## src/rtl/panda_pkg.sv

```systemverilog
// -----------------------------------------------------------------------------
// panda_pkg
// Shared constants and types for the free-list allocation controller.
//   NUM_PR     : physical registers
//   NUM_AR     : architectural registers (reset free count = NUM_PR-NUM_AR)
//   CKPT_DEPTH : branch checkpoint slots (power of 2)
//   PR_W       : width of free count / allocation pointer
// -----------------------------------------------------------------------------
package panda_pkg;

  localparam int unsigned NUM_PR     = 96;
  localparam int unsigned NUM_AR     = 32;
  localparam int unsigned CKPT_DEPTH = 4;
  localparam int unsigned PR_W       = 7;

  typedef enum logic {
    RUN   = 1'b0,
    FLUSH = 1'b1
  } fl_ctrl_state_t;

endpackage

```

## src/rtl/fl_ckpt_ring.sv

```systemverilog
// -----------------------------------------------------------------------------
// fl_ckpt_ring
// Checkpoint ring holding the allocation pointer captured at each in-flight
// branch. Oldest entry sits at head; new entries are written at tail.
// Ports:
//   clock, reset   : posedge clock, asynchronous active-high reset
//   i_push         : write i_push_data at tail and advance tail
//   i_push_data    : allocation pointer value to checkpoint
//   i_pop          : retire the head entry (ignored when empty)
//   i_flush        : discard all entries (head = tail, count = 0)
//   o_head_data    : checkpoint at head
//   o_tail         : slot the next push will occupy
//   o_cnt          : live entries
//   o_full         : all slots live
// -----------------------------------------------------------------------------
module fl_ckpt_ring #(
  parameter int unsigned DEPTH = 4,
  parameter int unsigned W     = 7
) (
  input  logic                       clock,
  input  logic                       reset,
  input  logic                       i_push,
  input  logic [W-1:0]               i_push_data,
  input  logic                       i_pop,
  input  logic                       i_flush,
  output logic [W-1:0]               o_head_data,
  output logic [$clog2(DEPTH)-1:0]   o_tail,
  output logic [$clog2(DEPTH):0]     o_cnt,
  output logic                       o_full
);

  localparam int unsigned IDX_W = $clog2(DEPTH);
  localparam logic [IDX_W:0] FULL_CNT = (IDX_W+1)'(DEPTH);

  logic [W-1:0]     r_mem [DEPTH];
  logic [IDX_W-1:0] r_head;
  logic [IDX_W-1:0] r_tail;
  logic [IDX_W:0]   r_cnt;
  logic             w_pop;

  assign w_pop = i_pop & (r_cnt != '0);

  always_ff @(posedge clock or posedge reset) begin
    if (reset) begin
      for (int unsigned i = 0; i < DEPTH; i++) begin
        r_mem[i] <= '0;
      end
    end else if (i_push) begin
      r_mem[r_tail] <= i_push_data;
    end
  end

  always_ff @(posedge clock or posedge reset) begin
    if (reset) begin
      r_head <= '0;
      r_tail <= '0;
      r_cnt  <= '0;
    end else if (i_flush) begin
      r_head <= r_tail;
      r_cnt  <= '0;
    end else begin
      if (i_push) r_tail <= r_tail + 1'b1;
      if (w_pop)  r_head <= r_head + 1'b1;
      case ({i_push, w_pop})
        2'b10:   r_cnt <= r_cnt + 1'b1;
        2'b01:   r_cnt <= r_cnt - 1'b1;
        default: r_cnt <= r_cnt;
      endcase
    end
  end

  assign o_head_data = r_mem[r_head];
  assign o_tail      = r_tail;
  assign o_cnt       = r_cnt;
  assign o_full      = (r_cnt == FULL_CNT);

endmodule

```

## src/rtl/fl_ctrl.sv

```systemverilog
// -----------------------------------------------------------------------------
// fl_ctrl
// Free-list allocation controller: grants ID rename requests against the
// registered free count, credits retirements, checkpoints the allocation
// pointer at branches and computes the rewind distance on a mispredict.
// Optional feature macro: FL_CTRL_STATS_EN (adds stall_cycles counter/port).
// Ports:
//   clock, reset       : posedge clock, asynchronous active-high reset
//   id_req_num         : registers requested by ID (0..2)
//   id_branch_valid    : dispatch group ends with a branch
//   rob_retire_num     : registers freed by retirement (0..2)
//   ex_br_resolve      : oldest branch resolved
//   ex_br_mispredict   : that resolution mispredicted
//   fl_dispatch_num    : granted count
//   id_stall           : grant below request
//   id_br_tag          : checkpoint slot for the granted branch
//   fl_rewind_num      : allocations to roll back (mispredict cycle only)
//   fl_free_count      : registered free count
//   ckpt_full          : all checkpoint slots live
//   stall_cycles       : saturating count of stall cycles (stats build only)
// -----------------------------------------------------------------------------
module fl_ctrl #(
  parameter int unsigned NUM_PR     = panda_pkg::NUM_PR,
  parameter int unsigned NUM_AR     = panda_pkg::NUM_AR,
  parameter int unsigned CKPT_DEPTH = panda_pkg::CKPT_DEPTH
) (
  input  logic                          clock,
  input  logic                          reset,
  input  logic [1:0]                    id_req_num,
  input  logic                          id_branch_valid,
  input  logic [1:0]                    rob_retire_num,
  input  logic                          ex_br_resolve,
  input  logic                          ex_br_mispredict,
  output logic [1:0]                    fl_dispatch_num,
  output logic                          id_stall,
  output logic [$clog2(CKPT_DEPTH)-1:0] id_br_tag,
  output logic [panda_pkg::PR_W-1:0]    fl_rewind_num,
  output logic [panda_pkg::PR_W-1:0]    fl_free_count,
  output logic                          ckpt_full
`ifdef FL_CTRL_STATS_EN
 ,output logic [15:0]                   stall_cycles
`endif
);

  import panda_pkg::*;

  localparam int unsigned  IDX_W    = $clog2(CKPT_DEPTH);
  localparam logic [PR_W:0] FREE_MAX = (PR_W+1)'(NUM_PR - NUM_AR);

  fl_ctrl_state_t    r_state;
  logic [PR_W-1:0]   r_count;
  logic [PR_W-1:0]   r_alloc_ptr;

  logic              w_mispredict;
  logic              w_flush_evt;
  logic              w_push;
  logic              w_pop;
  logic [1:0]        w_grant;
  logic [PR_W-1:0]   w_head_data;
  logic [PR_W-1:0]   w_rewind;
  logic [IDX_W-1:0]  w_tail;
  logic [IDX_W:0]    w_ckpt_cnt;
  logic              w_ckpt_full;
  logic [PR_W:0]     w_count_sum;
  logic [PR_W-1:0]   w_count_nxt;

  assign w_mispredict = ex_br_resolve & ex_br_mispredict;
  // A resolve with no live checkpoint is ignored, so the rewind/flush only
  // happens when there is a head entry to restore from.
  assign w_flush_evt  = w_mispredict & (w_ckpt_cnt != '0);
  assign w_pop        = ex_br_resolve & ~ex_br_mispredict;

  always_comb begin
    w_grant = '0;
    if (r_state == FLUSH || w_mispredict) begin
      w_grant = '0;
    end else if (id_branch_valid && w_ckpt_full) begin
      w_grant = '0;
    end else if (PR_W'(id_req_num) <= r_count) begin
      w_grant = id_req_num;
    end else begin
      w_grant = r_count[1:0];
    end
  end

  assign w_push   = id_branch_valid & (w_grant == id_req_num) & (id_req_num != '0);
  assign w_rewind = w_flush_evt ? (r_alloc_ptr - w_head_data) : '0;

  // Grant never exceeds count, so the subtraction cannot underflow; the extra
  // bit catches credits beyond the reset bound, which are clamped.
  always_comb begin
    w_count_sum = {1'b0, r_count} + {1'b0, w_rewind}
                + (PR_W+1)'(rob_retire_num) - (PR_W+1)'(w_grant);
    w_count_nxt = (w_count_sum > FREE_MAX) ? FREE_MAX[PR_W-1:0] : w_count_sum[PR_W-1:0];
  end

  fl_ckpt_ring #(
    .DEPTH (CKPT_DEPTH),
    .W     (PR_W)
  ) u_ckpt_ring (
    .clock       (clock),
    .reset       (reset),
    .i_push      (w_push),
    .i_push_data (r_alloc_ptr + PR_W'(w_grant)),
    .i_pop       (w_pop),
    .i_flush     (w_flush_evt),
    .o_head_data (w_head_data),
    .o_tail      (w_tail),
    .o_cnt       (w_ckpt_cnt),
    .o_full      (w_ckpt_full)
  );

  always_ff @(posedge clock or posedge reset) begin
    if (reset) begin
      r_state     <= RUN;
      r_count     <= FREE_MAX[PR_W-1:0];
      r_alloc_ptr <= '0;
    end else begin
      r_count <= w_count_nxt;
      if (w_flush_evt) begin
        r_alloc_ptr <= w_head_data;
      end else begin
        r_alloc_ptr <= r_alloc_ptr + PR_W'(w_grant);
      end
      case (r_state)
        RUN:     r_state <= w_flush_evt ? FLUSH : RUN;
        FLUSH:   r_state <= RUN;
        default: r_state <= RUN;
      endcase
    end
  end

  assign fl_dispatch_num = w_grant;
  assign id_stall        = (w_grant < id_req_num);
  assign id_br_tag       = w_tail;
  assign fl_rewind_num   = w_rewind;
  assign fl_free_count   = r_count;
  assign ckpt_full       = w_ckpt_full;

`ifdef FL_CTRL_STATS_EN
  logic [15:0] r_stall_cycles;

  always_ff @(posedge clock or posedge reset) begin
    if (reset) begin
      r_stall_cycles <= '0;
    end else if (id_stall && (r_stall_cycles != '1)) begin
      r_stall_cycles <= r_stall_cycles + 16'd1;
    end
  end

  assign stall_cycles = r_stall_cycles;
`endif

endmodule
```

## config.mk

```make
export PLATFORM = sky130hd
export DESIGN_NAME = fl_ctrl
export DESIGN_NICKNAME = d
export VERILOG_FILES = /design/src/rtl/panda_pkg.sv /design/src/rtl/fl_ckpt_ring.sv /design/src/rtl/fl_ctrl.sv
export SDC_FILE = /design/constraint.sdc
export NUM_CORES = 1
export LEC_CHECK = 0
export BUFFER_PORTS_ARGS = -buffer_cell sky130_fd_sc_hd__clkbuf_2
export CAP_MARGIN = 20
export CORE_AREA = 2 2 93 113
export CTS_BUF_LIST = sky130_fd_sc_hd__clkbuf_8
export DETAILED_ROUTE_END_ITERATION = 10
export DIE_AREA = 0 0 95 115
export HOLD_SLACK_MARGIN = 0.03
export SLEW_MARGIN = 20
export SYNTH_ARGS = -nofsm -noshare
export SYNTH_HDL_FRONTEND = slang
export SYNTH_SLANG_ARGS = --single-unit
```

## constraint.sdc

```tcl
create_clock -name clock -period 5 [get_ports clock]
set_input_delay 0.25 -clock clock [delete_from_list [all_inputs] [get_ports clock]]
set_output_delay 0.25 -clock clock [all_outputs]
set_load 0.05 [all_outputs]
```

==> results of run 1 <==
## worst max-delay path, cell delays in order (launching register included)
cell and delay (ps):
dfrtp_1 440, buf_4 220, mux4_2 560, fa_1 530, nor2_2 50, fa_1 480
inv_1 60, fa_1 450, inv_1 70, ha_1 180, inv_1 60, fa_1 400
nand2b_1 180, a21oi_1 160, xnor2_1 230, a31oi_4 150, nor3b_1 200
## cell type report
type | count | share of cell area (%)
Clock inverter | 3 | 0.720
Clock buffer | 5 | 1.88
Sequential cell | 50 | 34.3
Timing Repair Buffer | 30 | 4.25
Multi-Input combinational cell | 239 | 49.7
Inverter | 47 | 4.87
Tap cell | 126 | 4.32
## cell usage after synthesis, types with 2 or more instances
library cell | count | area share, %
fa_1 | 7 | 4.3
nor2_1 | 29 | 3.3
ha_1 | 34 | 13
inv_1 | 47 | 5.4
or2_2 | 2 | 0.38
mux2_2 | 4 | 1.4
nor3_1 | 3 | 0.46
o21a_1 | 3 | 0.69
nand2b_1 | 2 | 0.38
o31ai_1 | 2 | 0.46
nor3b_1 | 5 | 1.1
nor2b_1 | 3 | 0.57
buf_2 | 4 | 0.61
clkbuf_1 | 5 | 0.57
and2_1 | 2 | 0.38
nand3_1 | 4 | 0.61
xnor2_1 | 7 | 1.9
nand2_1 | 42 | 4.8
o21ai_0 | 35 | 5.3
dfrtp_1 | 49 | 37
or3_1 | 3 | 0.57
a21oi_1 | 16 | 2.4
xor2_1 | 7 | 1.9
mux4_2 | 7 | 4.8
## stage by stage
stage / worst slack [ps] / hold WS [ps] / instances
floorplan: 201 / 404 / 345
global placement: 590 / 426 / 492
detailed placement: 504 / 427 / 492
CTS: 467 / 206 / 500
global route: 195 / 124 / 500
finish: 500 / 60.6 / 500
## state kept, by name, indices dropped and copies added (netlist names)
signal / count
fl_free_count: 7
r_alloc_ptr: 7
r_state: 1
u_ckpt_ring.o_cnt: 3
u_ckpt_ring.o_tail: 2
u_ckpt_ring.r_head: 2
u_ckpt_ring.r_mem: 28
## cells by family after synthesis
family,Yosys count
compound gates,69
xor+xnor,15
buf+inv,56
simple gates,102
flops,50
mux,12
fa+ha+maj,41
## how the worst max path moves through the flow
stage	cells after the start	startpoint	endpoint
after floorplan	17	u_ckpt_ring.r_head[0]	fl_free_count[1]
after global placement	16	u_ckpt_ring.r_head[0]	fl_free_count[1]
after detailed placement	16	u_ckpt_ring.r_head[0]	fl_free_count[1]
after CTS	16	u_ckpt_ring.r_head[0]	fl_free_count[1]
after global routing	17	u_ckpt_ring.r_head[0]	fl_free_count[1]
final	16	u_ckpt_ring.r_head[0]	fl_free_count[1]
## layer usage
metal | share of wire, % | vias up
li1 | - | 1212
met1 | 46 | 1124
met4 | 2.1 | 0
met5 | 0 | -
met2 | 49 | 35
met3 | 2.4 | 9
## cell usage in the layout (no fill, tap or decap), types with 2 or more instances in the layout
| cell | netlist | layout |
|---|---|---|
| xor2_1 | 7 | 7 |
| mux2_2 | 4 | 4 |
| buf_4 | 0 | 2 |
| o21a_1 | 3 | 3 |
| dfrtp_1 | 49 | 49 |
| nor3_1 | 3 | 3 |
| nor2_1 | 29 | 28 |
| clkbuf_2 | 0 | 28 |
| o21ai_0 | 35 | 35 |
| inv_6 | 0 | 3 |
| or2_2 | 2 | 2 |
| mux4_2 | 7 | 7 |
| o31ai_1 | 2 | 2 |
| nor2b_1 | 3 | 3 |
| fa_1 | 7 | 7 |
| nand3_1 | 4 | 4 |
| xnor2_1 | 7 | 7 |
| nand2_1 | 42 | 42 |
| clkbuf_8 | 0 | 5 |
| a21oi_1 | 16 | 16 |
| nor3b_1 | 5 | 5 |
| or3_1 | 3 | 3 |
| inv_1 | 47 | 46 |
| nand2b_1 | 2 | 2 |
| ha_1 | 34 | 34 |
| and2_1 | 2 | 2 |
==> summary.md, run 1 <==
| Metric | Value |
|---|---|
| CORE AREA | 0.00986 mm2 |
| Clock skew | 5.78 ps |
| Gpl congestion | 0.808 |
| Largest family of logic cells by synthesized area | adder cells |
| Mapped cell area | 0.00328 mm2 |
| Clock Latency Late Sink | 320 ps |
| Placed cell areas | 0.00355 mm2 |
| Startpoint Class | flop |
| Top_reg_cell synth | dfrtp_1 |
| Worst-margin pin slew | 884 ps |
| Die area | 0.0109 mm2 |
| RSZ-0062 raised after global routing | false |
| Final setup TNS | 0 ps |
| Die H | 115 um |
| R2R Path End | fl_free_count[1] |
| Max_slew headroom | 41.0% |
| Wire length per cell | 12.9 um |
| Mux contribution to synthesized area | 6.49% |
| CTS hold repair buffers | 0 |
| CTS resizes | 0 |
| Reg area | 0.00125 mm2 |
| Number of synthesized register bits | 50 |
| Worst reg2reg path depth | 16 |
| Largest net degree at the start of global routing | 51 |
| M1 GR Usage | 16.9% |
| Register area share after synthesis | 38.2% |
| I/O Pins | 29 |
| Area Overhead vs Synth | 11.4% |
| FP Rows | 40 |
| Max frequency | 0.222 GHz |
| Final Hold Fails | 0 |
| DPL Wire Length | 5.11 mm |
| Max Buffers Root-to-Sink | 2 |
| Antenna viol nets, final | 0 |
| Fillers | 1,004 |
| Final count of negative-setup-slack endpoints | 0 |
| Global-route usage over all layers | 12.7% |
| R2r startpoint | u_ckpt_ring.r_head[0] |
| Initial DRC count | 134 |
| Crit path arrival time | 4740 ps |
| Max Slew Vio Count | 0 |
| XOR/XNOR Fraction of Synth Area | 4.24% |
| # DRC | 0 |
| Routing usage on met3 | 1.90% |
| MaxCap Viol Count | 0 |
| Syn Nets | 395 |
| Setup bufs post-CTS | 0 |
| Synth Area in Adders | 17.3% |
| Yosys cell types | 47 |
| Grt ovf | 0 |
| CTS sink count | 50 |
| Syn Inst Count | 345 |
| R2R Setup Slk | 500 ps |
| N_diodes | 0 |
| Tcrit/Tclk final | 90.0% |
| First-pass GRT wire length | 10.8 mm |
| CTS buffer count | 5 |
| Yosys warns | 0 |
| Initial antenna violation count | 0 |
| HP Class | in2async |
| Critical path data required time | 5240 ps |
| Post-layout util | 37.0% |
| Status | complete, no violations |
| Root buffer cell | clkbuf_8 |
| Initial Util | 33.2% |
| CTS H-tree lvls | 2 |
| Multi-input combinational cell area | 0.00181 mm2 |
| Clock period minus worst slack | 4500 ps |
| Grt peak-use layer | met2 |
| IO buf count | 28 |
| Final Cell Area | 0.00365 mm2 |
| Clock Pin Slew Worst Setup and Hold Paths | 100 ps |
| Final nets | 423 |
| Vias | 2,380 |
| Crit. End Element | flop |
| Avg Inst Size Synth | 9.50 um2 |
| Crit path max fanout | 6 |
| WS Path Type | reg2reg |
| Detailed Route WL | 6.45 mm |
| Number of flops mapped to enable cells by yosys | 0 |
| Vias per inst | 4.76 |
| Met2 Usage GRT | 20.8% |
| DIE WIDTH | 95 um |
| Complex-gate fraction of the synthesized area | 12.7% |
| Clock tree from TritonCTS | yes |
| Fraction of layout instances using a drive strength above 1 | 16.6% |
| Total iterations of the first detailed-routing run | 4 |
| Synth Area in Simple Gates | 14.5% |
| Async set-reset flop share out of synthesis | 100% |
| Vias in the first global route | 2,266 |
Power of run 1 is not shown: default switching activity piles up to over one toggle a cycle in this logic, so the estimate is an artifact.
==> inputs of run 2 (changes only) <==
==> constraint.sdc (replaced) <==
create_clock -name clock -period 5 [get_ports clock]
set_input_delay 0.75 -clock clock [delete_from_list [all_inputs] [get_ports clock]]
set_output_delay 0.75 -clock clock [all_outputs]
set_load 0.05 [all_outputs]
==> run 2 against run 1 <==
Compared with the run above:
- first-iteration DRC count fell by 61%
- via count fell by 0.84%
- sequential share of layout area fell by 0.16 points
- hold slack improved by 380 ps
- global-route usage rose by 0.34 points
==> summary.md, run 2 (synthesis results as in run 1) <==
| Metric | Value |
|---|---|
| Status | complete, no violations |
| CTS H-tree lvls | 2 |
| Final setup TNS | 0 ps |
| Worst path buffer plus inverter count | 1 |
| # DRC | 0 |
| CORE AREA | 0.00986 mm2 |
| RSZ-0062 raised after global routing | false |
| IO buf count | 28 |
| HP Class | reg2reg |
| CTS buffer count | 5 |
| Final Hold Fails | 0 |
| Max_slew headroom | 41.9% |
| Final count of negative-setup-slack endpoints | 0 |
| Crit-path slowest cell | dfrtp_1 |
| CTS resizes | 0 |
| Setup ws final | 512 ps |
| Clock Latency Late Sink | 320 ps |
| MaxCap Viol Count | 0 |
| CP Cell Sequence | mux4_2 > ha_1 > fa_1 > nor2b_1 > o31ai_1 > a21oi_1 > xor2_1 > nand2_1 > ha_1 > inv_1 > ha_1 > ha_1 > or4b_1 > o2111a_2 > a31oi_4 > nor3b_1 |
| Antenna viol nets, final | 0 |
| WS Path Type | reg2reg |
| Top reg by flops | u_ckpt_ring.r_mem |
| Clock skew | 5.22 ps |
| Setup bufs post-CTS | 0 |
| Crit path max fanout | 9 |
| Initial DRC count | 52 |
| Total iterations of the first detailed-routing run | 4 |
| Crit-path most repeated cell | ha_1 |
| Initial Util | 33.2% |
| Global-route usage over all layers | 13.1% |
| FP Rows | 40 |
| Grt ovf | 0 |
| DIE WIDTH | 95 um |
| Die H | 115 um |
| Largest net degree at the start of global routing | 51 |
| Clock period minus worst slack | 4490 ps |
| Family with the most delay on the worst path | adder cells |
| Fraction of layout instances using a drive strength above 1 | 16.6% |
| Vias per inst | 4.72 |
| I/O Pins | 29 |
| Die area | 0.0109 mm2 |
| First-pass GRT wire length | 11.2 mm |
| Vias in the first global route | 2,423 |
| Final nets | 423 |
| Vias | 2,360 |
| Crit. End Element | flop |
| Clock tree from TritonCTS | yes |
| Initial antenna violation count | 0 |
| Wire length per cell | 12.9 um |
| CTS hold repair buffers | 0 |
| Crit path arrival time | 4690 ps |
| Most frequent cells in the layout | dfrtp_1, inv_1, nand2_1 |
| Critical path data required time | 5200 ps |
| DPL Wire Length | 5.10 mm |
| Max Slew Vio Count | 0 |
| Commonest non-fill, non-tap cell in the layout | dfrtp_1 |
| Gpl congestion | 0.791 |
| Max Buffers Root-to-Sink | 2 |
| Fillers | 971 |
| Area Overhead vs Synth | 11.9% |
| Flip-flop count of the largest register after layout | 28 |
| Detailed Route WL | 6.45 mm |
| Tcrit/Tclk final | 89.8% |
| Max frequency | 0.223 GHz |
| Startpoint Class | flop |
| Reg area | 0.00125 mm2 |
| Multi-input combinational cell area | 0.00181 mm2 |
| Worst-margin pin slew | 871 ps |
| CTS sink count | 50 |
| Slowest stage delay, CP | 610 ps |
| Clock Pin Slew Worst Setup and Hold Paths | 90 ps |
| Pre-CTS WS | 281 ps |
| N_diodes | 0 |
| Root buffer cell | clkbuf_8 |
## run 2: stage by stage
stage / hold slack (ps) / cell area, um2 / util (%) / std cells
after floorplan: 404 / 3280 / - / 345
after global placement: 434 / 3550 / 36.1 / 492
after detailed placement: 430 / 3550 / 36.1 / 492
after CTS: 443 / 3670 / 37.2 / 500
after global routing: 461 / 3670 / 37.2 / 500
final: 439 / 3670 / 37.2 / 500
## run 2: worst paths after layout
kind                                       startpoint          endpoint  slack (ps)  cells after the start
worst min register to register                r_state           r_state         440                      1
min in group asynchronous                       reset  fl_free_count[1]         560                      2
worst max-delay path            u_ckpt_ring.r_head[1]  fl_free_count[1]         510                     16
worst max register to register  u_ckpt_ring.r_head[1]  fl_free_count[1]         510                     16
worst min-delay path                          r_state           r_state         440                      1
max in group asynchronous                       reset    r_alloc_ptr[6]        3920                      2
## run 2: metal layers
metal	vias to the layer above	routed length, um	global-route usage [%]
li1	1207	-	-
met1	1122	2930	15.8
met2	26	3240	23.3
met3	5	170	2.16
met4	0	116	4.64
met5	-	0	0
## run 2: final cells by class
cell class,instances,share of cell area [%]
Inverter,47,4.84
Sequential cell,50,34.1
Clock buffer,5,1.88
Multi-Input combinational cell,239,49.4
Timing Repair Buffer,30,4.23
Clock inverter,3,1.19
Tap cell,126,4.30
Power of run 2 is left out for the same reason.
